File: src/rtl/rv32_ctrl_pkg.sv
// Shared encodings for the RV32IM decode stage: opcodes, funct7 values,
// immediate/writeback selects and the packed datapath control bundle.
package rv32_ctrl_pkg;

    localparam logic [6:0] OPC_LUI    = 7'b0110111;
    localparam logic [6:0] OPC_AUIPC  = 7'b0010111;
    localparam logic [6:0] OPC_JAL    = 7'b1101111;
    localparam logic [6:0] OPC_JALR   = 7'b1100111;
    localparam logic [6:0] OPC_BRANCH = 7'b1100011;
    localparam logic [6:0] OPC_LOAD   = 7'b0000011;
    localparam logic [6:0] OPC_STORE  = 7'b0100011;
    localparam logic [6:0] OPC_OP_IMM = 7'b0010011;
    localparam logic [6:0] OPC_OP     = 7'b0110011;

    localparam logic [6:0] F7_BASE = 7'b0000000;
    localparam logic [6:0] F7_ALT  = 7'b0100000;
    localparam logic [6:0] F7_MEXT = 7'b0000001;

    // Immediate format in [2:0]; [3] marks an unsigned compare (SLTIU/BLTU/BGEU).
    localparam logic [2:0] IMM_R = 3'b000;
    localparam logic [2:0] IMM_I = 3'b001;
    localparam logic [2:0] IMM_S = 3'b010;
    localparam logic [2:0] IMM_B = 3'b011;
    localparam logic [2:0] IMM_U = 3'b100;
    localparam logic [2:0] IMM_J = 3'b101;

    localparam logic [1:0] WB_MEM   = 2'b00;
    localparam logic [1:0] WB_ALU   = 2'b01;
    localparam logic [1:0] WB_PC4   = 2'b10;
    localparam logic [1:0] WB_AUIPC = 2'b11;

    typedef struct packed {
        logic [4:0] alu_signal;
        logic       reg_file_write;
        logic [2:0] main_mem_write;
        logic [3:0] main_mem_read;
        logic [3:0] branch_control;
        logic [3:0] immediate_select;
        logic       op1_sel;
        logic       op2_sel;
        logic [1:0] reg_write_select;
    } ctrl_t;

endpackage

File: src/rtl/rv32im_decode_comb.sv
// Pure combinational RV32I(M) decoder: instruction -> control bundle, illegal flag,
// multiply/divide class. M-extension decoded only when RV32M_EXT_EN is defined.
module rv32im_decode_comb
    import rv32_ctrl_pkg::*;
(
    input  logic [31:0] instr_i,
    output ctrl_t       ctrl_o,
    output logic        illegal_o,
    output logic        is_mul_o,
    output logic        is_div_o
);

    logic [6:0] opcode;
    logic [2:0] funct3;
    logic [6:0] funct7;
    logic       unused_fields;

    assign opcode = instr_i[6:0];
    assign funct3 = instr_i[14:12];
    assign funct7 = instr_i[31:25];
    // Register addresses travel separately; the decoder does not look at them.
    assign unused_fields = ^{instr_i[24:15], instr_i[11:7]};

    always_comb begin
        ctrl_o    = '0;
        illegal_o = 1'b0;
        is_mul_o  = 1'b0;
        is_div_o  = 1'b0;
        case (opcode)
            OPC_LUI: begin
                ctrl_o.alu_signal       = 5'b11000;
                ctrl_o.reg_file_write   = 1'b1;
                ctrl_o.immediate_select = {1'b0, IMM_U};
                ctrl_o.op2_sel          = 1'b1;
                ctrl_o.reg_write_select = WB_ALU;
            end
            OPC_AUIPC: begin
                ctrl_o.reg_file_write   = 1'b1;
                ctrl_o.immediate_select = {1'b0, IMM_U};
                ctrl_o.op1_sel          = 1'b1;
                ctrl_o.op2_sel          = 1'b1;
                ctrl_o.reg_write_select = WB_AUIPC;
            end
            OPC_JAL: begin
                ctrl_o.reg_file_write   = 1'b1;
                ctrl_o.branch_control   = 4'b1010;
                ctrl_o.immediate_select = {1'b0, IMM_J};
                ctrl_o.op1_sel          = 1'b1;
                ctrl_o.op2_sel          = 1'b1;
                ctrl_o.reg_write_select = WB_PC4;
            end
            OPC_JALR: begin
                ctrl_o.alu_signal       = {2'b00, funct3};
                ctrl_o.reg_file_write   = 1'b1;
                ctrl_o.branch_control   = 4'b1010;
                ctrl_o.immediate_select = {1'b0, IMM_I};
                ctrl_o.op1_sel          = 1'b1;
                ctrl_o.op2_sel          = 1'b1;
                ctrl_o.reg_write_select = WB_PC4;
            end
            OPC_BRANCH: begin
                ctrl_o.alu_signal       = {2'b00, funct3};
                ctrl_o.branch_control   = {1'b1, funct3};
                ctrl_o.immediate_select = {(funct3[2:1] == 2'b11), IMM_B};
                ctrl_o.op2_sel          = 1'b1;
            end
            OPC_LOAD: begin
                ctrl_o.alu_signal       = {2'b00, funct3};
                ctrl_o.reg_file_write   = 1'b1;
                ctrl_o.main_mem_read    = {1'b1, funct3};
                ctrl_o.immediate_select = {1'b0, IMM_I};
                ctrl_o.op2_sel          = 1'b1;
                ctrl_o.reg_write_select = WB_MEM;
            end
            OPC_STORE: begin
                ctrl_o.alu_signal       = {2'b00, funct3};
                ctrl_o.main_mem_write   = {1'b1, funct3[1:0]};
                ctrl_o.immediate_select = {1'b0, IMM_S};
                ctrl_o.op2_sel          = 1'b1;
            end
            OPC_OP_IMM: begin
                ctrl_o.alu_signal       = {(funct3 == 3'b101) & instr_i[30], 1'b0, funct3};
                ctrl_o.reg_file_write   = 1'b1;
                ctrl_o.immediate_select = {(funct3 == 3'b011), IMM_I};
                ctrl_o.op2_sel          = 1'b1;
                ctrl_o.reg_write_select = WB_ALU;
            end
            OPC_OP: begin
                ctrl_o.reg_file_write   = 1'b1;
                ctrl_o.immediate_select = {1'b0, IMM_R};
                ctrl_o.reg_write_select = WB_ALU;
                if (funct7 == F7_BASE || funct7 == F7_ALT) begin
                    ctrl_o.alu_signal = {instr_i[30], 1'b0, funct3};
`ifdef RV32M_EXT_EN
                end else if (funct7 == F7_MEXT) begin
                    ctrl_o.alu_signal = {2'b01, funct3};
                    is_mul_o          = ~funct3[2];
                    is_div_o          = funct3[2];
`endif
                end else begin
                    illegal_o = 1'b1;
                end
            end
            default: illegal_o = 1'b1;
        endcase
        // Illegal encodings must never enable a write, read or branch downstream.
        if (illegal_o) begin
            ctrl_o = '0;
        end
    end

endmodule

File: src/rtl/rv32im_decode_stage.sv
// Registered decode stage, 1-cycle latency; holds its output under OUT_STALL and
// blocks IN_READY while a multi-cycle M op occupies EX (RV32M_EXT_EN enables M).
module rv32im_decode_stage
    import rv32_ctrl_pkg::*;
#(
    parameter int unsigned MUL_LATENCY = 2,
    parameter int unsigned DIV_LATENCY = 33
) (
    input  logic        CLK,
    input  logic        RESET,
    input  logic [31:0] INSTRUCTION,
    input  logic        IN_VALID,
    output logic        IN_READY,
    input  logic        OUT_STALL,
    input  logic        FLUSH,
    output logic        OUT_VALID,
    output logic [4:0]  ALU_SIGNAL,
    output logic        REG_FILE_WRITE,
    output logic [2:0]  MAIN_MEM_WRITE,
    output logic [3:0]  MAIN_MEM_READ,
    output logic [3:0]  BRANCH_CONTROL,
    output logic [3:0]  IMMEDIATE_SELECT,
    output logic        OPARAND_1_SELECT,
    output logic        OPARAND_2_SELECT,
    output logic [1:0]  REG_WRITE_SELECT,
    output logic        MULDIV_BUSY,
    output logic        ILLEGAL
);

    ctrl_t dec_ctrl;
    logic  dec_illegal;
    logic  dec_is_mul;
    logic  dec_is_div;

    ctrl_t ctrl_q, ctrl_d;
    logic  valid_q, valid_d;
    logic  illegal_q, illegal_d;
    logic  busy;
    logic  accept;

    rv32im_decode_comb u_decode_comb (
        .instr_i   (INSTRUCTION),
        .ctrl_o    (dec_ctrl),
        .illegal_o (dec_illegal),
        .is_mul_o  (dec_is_mul),
        .is_div_o  (dec_is_div)
    );

    assign IN_READY = ~OUT_STALL & ~busy;
    assign accept   = IN_VALID & IN_READY;

`ifdef RV32M_EXT_EN
    localparam int unsigned CNT_W = $clog2(DIV_LATENCY + 1);

    logic [CNT_W-1:0] cnt_q, cnt_d;

    // A killed M op is abandoned by EX, so FLUSH frees the unit at once.
    always_comb begin
        cnt_d = cnt_q;
        if (FLUSH) begin
            cnt_d = '0;
        end else if (accept && dec_is_mul) begin
            cnt_d = CNT_W'(MUL_LATENCY - 1);
        end else if (accept && dec_is_div) begin
            cnt_d = CNT_W'(DIV_LATENCY - 1);
        end else if (cnt_q != '0) begin
            cnt_d = cnt_q - 1'b1;
        end
    end

    always_ff @(posedge CLK) begin
        if (RESET) begin
            cnt_q <= '0;
        end else begin
            cnt_q <= cnt_d;
        end
    end

    assign busy = (cnt_q != '0);
`else
    localparam int unsigned unused_latency = MUL_LATENCY + DIV_LATENCY;
    logic unused_mdiv;
    assign unused_mdiv = dec_is_mul | dec_is_div;
    assign busy        = 1'b0;
`endif

    always_comb begin
        valid_d   = valid_q;
        ctrl_d    = ctrl_q;
        illegal_d = illegal_q;
        if (FLUSH) begin
            valid_d   = 1'b0;
            illegal_d = 1'b0;
            ctrl_d    = '0;
        end else if (!OUT_STALL) begin
            if (accept) begin
                valid_d   = 1'b1;
                ctrl_d    = dec_ctrl;
                illegal_d = dec_illegal;
            end else begin
                valid_d   = 1'b0;
                illegal_d = 1'b0;
            end
        end
    end

    always_ff @(posedge CLK) begin
        if (RESET) begin
            valid_q   <= 1'b0;
            ctrl_q    <= '0;
            illegal_q <= 1'b0;
        end else begin
            valid_q   <= valid_d;
            ctrl_q    <= ctrl_d;
            illegal_q <= illegal_d;
        end
    end

    assign OUT_VALID        = valid_q;
    assign ILLEGAL          = illegal_q;
    assign MULDIV_BUSY      = busy;
    assign ALU_SIGNAL       = ctrl_q.alu_signal;
    assign REG_FILE_WRITE   = ctrl_q.reg_file_write;
    assign MAIN_MEM_WRITE   = ctrl_q.main_mem_write;
    assign MAIN_MEM_READ    = ctrl_q.main_mem_read;
    assign BRANCH_CONTROL   = ctrl_q.branch_control;
    assign IMMEDIATE_SELECT = ctrl_q.immediate_select;
    assign OPARAND_1_SELECT = ctrl_q.op1_sel;
    assign OPARAND_2_SELECT = ctrl_q.op2_sel;
    assign REG_WRITE_SELECT = ctrl_q.reg_write_select;

endmodule

File: config.mk
export PLATFORM = sky130hd
export DESIGN_NAME = rv32im_decode_stage
export DESIGN_NICKNAME = d
export VERILOG_FILES = /design/src/rtl/rv32_ctrl_pkg.sv /design/src/rtl/rv32im_decode_comb.sv /design/src/rtl/rv32im_decode_stage.sv
export SDC_FILE = /design/constraint.sdc
export NUM_CORES = 1
export LEC_CHECK = 0
export ABC_CLOCK_PERIOD_IN_PS = 2100
export BUFFER_PORTS_ARGS = -buffer_cell sky130_fd_sc_hd__clkbuf_2
export CAP_MARGIN = 30
export CELL_PAD_IN_SITES_DETAIL_PLACEMENT = 1
export CELL_PAD_IN_SITES_GLOBAL_PLACEMENT = 1
export CORE_ASPECT_RATIO = 1.4
export CORE_MARGIN = 2
export CORE_UTILIZATION = 30
export CTS_CLUSTER_DIAMETER = 60
export CTS_CLUSTER_SIZE = 16
export DETAILED_ROUTE_END_ITERATION = 7
export GPL_TIMING_DRIVEN = 0
export PLACE_DENSITY_LB_ADDON = 0.1
export REMOVE_ABC_BUFFERS = 1
export SLEW_MARGIN = 30
export SYNTH_ARGS = -nofsm -noshare
export SYNTH_HDL_FRONTEND = slang
export SYNTH_SLANG_ARGS = --single-unit
File: constraint.sdc
create_clock -name CLK -period 2.1 [get_ports CLK]
set_clock_uncertainty 0.2 [all_clocks]
set_input_delay 0.21 -clock CLK [delete_from_list [all_inputs] [get_ports CLK]]
set_output_delay 0.21 -clock CLK [all_outputs]
set_load 0.05 [all_outputs]
==> flow_summary.html <==
<table>
<tr><th>Metric</th><th>Value</th></tr>
<tr><th colspan="2">Worst setup path</th></tr>
<tr><td>Library cell contributing the largest single delay on the critical path</td><td>sky130_fd_sc_hd__o31ai_1</td></tr>
<tr><td>Critical path buffer and inverter count</td><td>1</td></tr>
<tr><td>Crit. End Element</td><td>register</td></tr>
<tr><td>Slowest stage delay, CP</td><td>0.62 ns</td></tr>
<tr><td>Arrival time of the worst setup path</td><td>around 1.9 ns</td></tr>
<tr><td>Maximum fanout count along the critical path</td><td>5</td></tr>
<tr><td>Critical path class</td><td>in2reg</td></tr>
<tr><td>Cell family with the largest share of critical-path delay</td><td>compound AO/OA/AOI/OAI gates</td></tr>
<tr><td>Data required time of the worst path</td><td>2.10 ns</td></tr>
<tr><td>Kind of start point of the critical path</td><td>input port</td></tr>
<tr><td>Cells traversed along the worst timing path</td><td>clkbuf_2 &gt; or4_4 &gt; o31ai_1 &gt; a221oi_1 &gt; o21ai_0</td></tr>
<tr><th colspan="2">STA</th></tr>
<tr><td>Final Max Tran Viols</td><td>0</td></tr>
<tr><td>Setup TNS</td><td>0 ns</td></tr>
<tr><td>Number of endpoints failing setup at the final stage</td><td>0</td></tr>
<tr><td>Worst Setup Slack, final</td><td>around 0.17 ns</td></tr>
<tr><td>Relative slew margins</td><td>roughly two fifths</td></tr>
<tr><td>Peak clock frequency supported by timing</td><td>roughly 0.52 GHz</td></tr>
<tr><td>Worst-Margin Slew</td><td>around 0.9 ns</td></tr>
<tr><td>Final Hold Viols</td><td>0</td></tr>
<tr><td>Minimum period implied by the final worst setup slack</td><td>1.93 ns</td></tr>
<tr><td>Share of the clock period used by the worst path after layout</td><td>slightly above 90%</td></tr>
<tr><td>Unrepaired setup endpoints after global routing</td><td>false</td></tr>
<tr><th colspan="2">Final layout</th></tr>
<tr><td>Nets</td><td>between 200 and 250</td></tr>
<tr><td>Filler Cell Count</td><td>between 500 and 600</td></tr>
<tr><td>Layout area overhead</td><td>25.2%</td></tr>
<tr><td>Cell area after layout</td><td>0.00154 mm2</td></tr>
<tr><td>Share of final-layout standard cells stronger than drive strength 1</td><td>between 30 and 40%</td></tr>
<tr><td>Antenna diode count</td><td>0</td></tr>
<tr><td>Finished Core Util</td><td>approximately two fifths</td></tr>
<tr><th colspan="2">Clock network</th></tr>
<tr><td>Clock-pin transition on the worst setup and hold timing paths</td><td>0.10 ns</td></tr>
<tr><td>CTS Root Buffer Type</td><td>sky130_fd_sc_hd__clkbuf_8</td></tr>
<tr><td>Clk buf depth</td><td>2</td></tr>
<tr><td>Count of hold-fix buffers inserted at cts</td><td>0</td></tr>
<tr><td>H-tree depth reported by CTS</td><td>1</td></tr>
<tr><td>Post-CTS setup-driven buffer insertion count</td><td>0</td></tr>
<tr><td>Clock tree from TritonCTS</td><td>built</td></tr>
<tr><td>Num CTS Buffers</td><td>3</td></tr>
<tr><td>Number of sinks on the clock net</td><td>27</td></tr>
<tr><td>Insertion delay of the later-clocked pin in the worst-skew pair</td><td>between 0.2 and 0.3 ns</td></tr>
<tr><th colspan="2">Die</th></tr>
<tr><td>Die Height</td><td>between 70 and 80 um</td></tr>
<tr><td>Starting Density</td><td>between 30% and 40%</td></tr>
<tr><td>IO Count</td><td>between 60 and 70</td></tr>
<tr><td>Placeable core area</td><td>0.00392 mm2</td></tr>
<tr><td>Die span in x</td><td>between 50 and 60 um</td></tr>
<tr><td>Row cnt</td><td>27</td></tr>
<tr><td>Area enclosed by the die boundary</td><td>approximately 0.0046 mm2</td></tr>
<tr><th colspan="2">Power</th></tr>
<tr><td>Sw power</td><td>~0.00028 W</td></tr>
<tr><td>Share of total power in sequential cells</td><td>53.8%</td></tr>
<tr><td>Clock network power share</td><td>a little under a third</td></tr>
<tr><td>Relative contribution of combinational cells to total power</td><td>between 10 and 15%</td></tr>
<tr><td>LEAKAGE</td><td>0.606 nW</td></tr>
<tr><td>Design internal power</td><td>between 0.0006 and 0.0007 W</td></tr>
<tr><td>Fraction of power spent switching nets</td><td>about 29%</td></tr>
<tr><td>Power Dens Cells</td><td>631 mW/mm2</td></tr>
<tr><td>Total power</td><td>around 0.00097 W</td></tr>
<tr><td>Peak supply drop</td><td>~0.27 mV</td></tr>
<tr><th colspan="2">Route</th></tr>
<tr><td>Per-cell via count in the routed design</td><td>around 5.4</td></tr>
<tr><td>Residual antenna-violating net count after detailed routing</td><td>0</td></tr>
<tr><td>Post-detailed-route DRC marker count</td><td>0</td></tr>
<tr><td>Number of optimization iterations in the first detailed-route pass</td><td>4</td></tr>
<tr><td>Total wire length after detailed routing</td><td>between 3000 and 4000 um</td></tr>
<tr><td>Average routed wire per standard cell</td><td>15.7 um</td></tr>
<tr><td>Detailed-route via count</td><td>1272</td></tr>
<tr><td>DR iter-0 viols</td><td>just under 50</td></tr>
<tr><th colspan="2">Logic synthesis</th></tr>
<tr><td>Number of storage elements in the synthesis netlist</td><td>27</td></tr>
<tr><td>Most instantiated cells after synthesis</td><td>27 x sky130_fd_sc_hd__dfxtp_1, 16 x sky130_fd_sc_hd__a21oi_1, 16 x sky130_fd_sc_hd__nor2_1</td></tr>
<tr><td>Yosys warnings</td><td>0</td></tr>
<tr><td>Part of the Yosys area used for sequential elements</td><td>44.1%</td></tr>
<tr><td>Predominant post-synthesis flop cell</td><td>sky130_fd_sc_hd__dfxtp_1</td></tr>
<tr><td>Top area cells in the synthesized netlist</td><td>sky130_fd_sc_hd__dfxtp_1 44%, sky130_fd_sc_hd__a21oi_1 6.5%, sky130_fd_sc_hd__nor2_1 4.9%</td></tr>
<tr><td>Synth top area share</td><td>around 44%</td></tr>
<tr><td>Number of standard cells after synthesis</td><td>152</td></tr>
<tr><td>Proportion of synthesized flip-flops having asynchronous set or reset</td><td>0%</td></tr>
<tr><td>Avg Cell Area, Syn</td><td>8.07 um2</td></tr>
<tr><td>Dominant cell type by area after synthesis</td><td>sky130_fd_sc_hd__dfxtp_1</td></tr>
<tr><td>Count of distinct cell types in the synthesized netlist</td><td>37</td></tr>
<tr><td>Number of enable flip-flop cells after synthesis</td><td>0</td></tr>
<tr><td>Netlist area before placement</td><td>between 0.001 and 0.0015 mm2</td></tr>
<tr><td>Most used standard cell by instance count after synthesis</td><td>sky130_fd_sc_hd__dfxtp_1</td></tr>
<tr><th colspan="2">Global route</th></tr>
<tr><td>Wire length of the first global-routing pass</td><td>just under 6000 um</td></tr>
<tr><td>Residual overflow from global routing</td><td>0</td></tr>
<tr><td>Global Route Usage Sum</td><td>16.5%</td></tr>
<tr><td>Largest net degree at the start of global routing</td><td>24</td></tr>
<tr><td>Number of antenna violations at the first check in global routing</td><td>0</td></tr>
<tr><td>Via count of the first global-routing pass</td><td>approximately 1300</td></tr>
<tr><th colspan="2">Worst hold path</th></tr>
<tr><td>Class of the tightest hold or removal check</td><td>in2reg</td></tr>
<tr><th colspan="2">Place</th></tr>
<tr><td>Worst setup slack before clock tree synthesis</td><td>-0.151 ns</td></tr>
<tr><td>DP Wirelength</td><td>2710 um</td></tr>
<tr><td>Area after DPL</td><td>0.00148 mm2</td></tr>
<tr><td>Number of input and output port buffers inserted</td><td>approximately 50</td></tr>
<tr><td>Placer Congestion</td><td>between 0.8 and 0.9</td></tr>
<tr><th colspan="2">Job</th></tr>
<tr><td>Max-cap violations</td><td>0</td></tr>
<tr><th colspan="2">Outcome</th></tr>
<tr><td>Run status</td><td>finished, final reports clean</td></tr>
</table>
==> metal layers <==
| metal | vias to the layer above | GRT usage, % | part of all wire, % |
|---|---|---|---|
| met1 | 598 | 19.5 | 43 |
| met4 | 0 | 7.44 | 1.7 |
| met3 | 6 | 2.11 | 3.9 |
| met5 | - | 0 | 0 |
| met2 | 35 | 29.1 | 51 |
| li1 | 633 | - | - |
==> power groups by stage <==
stage	registers, W	logic [W]	clock network, W
2_1_floorplan	0.000553	0.0000552	0
3_3_place_gp	0.000532	0.000133	0
3_5_place_dp	0.000533	0.000136	0
4_1_cts	0.000521	0.000137	0.000317
5_1_grt	0.000522	0.000151	0.000337
6_report	0.000521	0.000138	0.000309
==> cell usage in the layout, fill, tap and decap left out, types with 2 or more instances in the layout <==
| cell | synthesis | routed |
|---|---|---|
| sky130_fd_sc_hd__clkbuf_8 | 0 | 3 |
| sky130_fd_sc_hd__nor2_1 | 16 | 16 |
| sky130_fd_sc_hd__nand4b_1 | 2 | 2 |
| sky130_fd_sc_hd__dfxtp_1 | 27 | 27 |
| sky130_fd_sc_hd__nor3_1 | 4 | 4 |
| sky130_fd_sc_hd__or2_2 | 2 | 2 |
| sky130_fd_sc_hd__o22ai_1 | 2 | 2 |
| sky130_fd_sc_hd__a2111oi_0 | 2 | 2 |
| sky130_fd_sc_hd__nand2b_1 | 2 | 2 |
| sky130_fd_sc_hd__a22oi_1 | 2 | 2 |
| sky130_fd_sc_hd__nor4_1 | 2 | 2 |
| sky130_fd_sc_hd__or4_1 | 2 | 2 |
| sky130_fd_sc_hd__or4bb_1 | 2 | 2 |
| sky130_fd_sc_hd__nand3_1 | 8 | 8 |
| sky130_fd_sc_hd__a211oi_1 | 2 | 2 |
| sky130_fd_sc_hd__and2_1 | 2 | 2 |
| sky130_fd_sc_hd__nand4_1 | 4 | 4 |
| sky130_fd_sc_hd__nor3b_1 | 2 | 2 |
| sky130_fd_sc_hd__clkbuf_2 | 0 | 49 |
| sky130_fd_sc_hd__a31oi_1 | 2 | 2 |
| sky130_fd_sc_hd__inv_1 | 3 | 3 |
| sky130_fd_sc_hd__nand3b_1 | 2 | 2 |
| sky130_fd_sc_hd__nand2_1 | 15 | 15 |
| sky130_fd_sc_hd__o21ai_0 | 8 | 8 |
| sky130_fd_sc_hd__a21oi_1 | 16 | 16 |
| sky130_fd_sc_hd__o31ai_1 | 2 | 2 |
==> path summary, 6_finish.rpt <==
| kind | from | end | slack (ns) | cells after the start |
|---|---|---|---|---|
| setup / recovery | INSTRUCTION[26] | REG_FILE_WRITE$_SDFFE_PP0P_ | 0.17 | 5 |
| hold / removal | OUT_STALL | OUT_VALID$_SDFFE_PP0N_ | 0.04 | 3 |
| setup reg to reg | ALU_SIGNAL[3]$_SDFFE_PP0P_ | ALU_SIGNAL[3]$_SDFFE_PP0P_ | 1.15 | 3 |
| hold reg to reg | MAIN_MEM_READ[2]$_SDFFE_PP0P_ | MAIN_MEM_READ[2]$_SDFFE_PP0P_ | 0.26 | 2 |
==> metrics by stage <==
step	hold slack (ns)	instances
finish	0.0424	237
global route	0.0531	237
CTS	0.0262	237
detailed placement	0.246	233
global placement	0.238	233
floorplan	0.150	141
==> flip-flops by register name, summed over array words and instances, names as in the netlist <==
| signal | cells |
|---|---|
| MAIN_MEM_READ | 4 |
| MAIN_MEM_WRITE | 3 |
| OPARAND_1_SELECT | 1 |
| ALU_SIGNAL | 5 |
| IMMEDIATE_SELECT | 4 |
| OUT_VALID | 1 |
| OPARAND_2_SELECT | 1 |
| BRANCH_CONTROL | 4 |
| REG_WRITE_SELECT | 2 |
| REG_FILE_WRITE | 1 |
| ILLEGAL | 1 |
==> tightest hold or removal path: cells and delay by family <==
family / cells / cell delay, ns
simple gates: 1 / 0.07
compound gates: 1 / 0.06
buf+inv: 1 / 0.13
==> repair_timing <==
item,in CTS,in global routing
endpoints found under the setup margin,0,1
gates resized for setup,0,1
hold endpoints to repair,0,0
==> kinds of logic (layout without fill, tap and decap cells) <==
logic type | Yosys count | count (layout) | synth area share (%)
buffers and inverters | 14 | 56 | 4.69
AOI/OAI and AO/OA | 41 | 41 | 20.8
DFF | 27 | 27 | 44.1
other | 1 | 1 | 0.306
and+or+nand+nor | 69 | 69 | 30.1
==> final cells by class <==
type / count / area [um2] / share of cell area (%)
clock buffers: 3 / 41.3 / 2.69
clock inverters: 1 / 7.51 / 0.489
inverters: 3 / 11.3 / 0.733
multi-input cells: 111 / 636 / 41.4
flip-flops and latches: 27 / 541 / 35.2
well taps: 43 / 53.8 / 3.50
repair buffers: 49 / 245 / 16.0
Note: power is estimated with default switching activity, not from simulation.
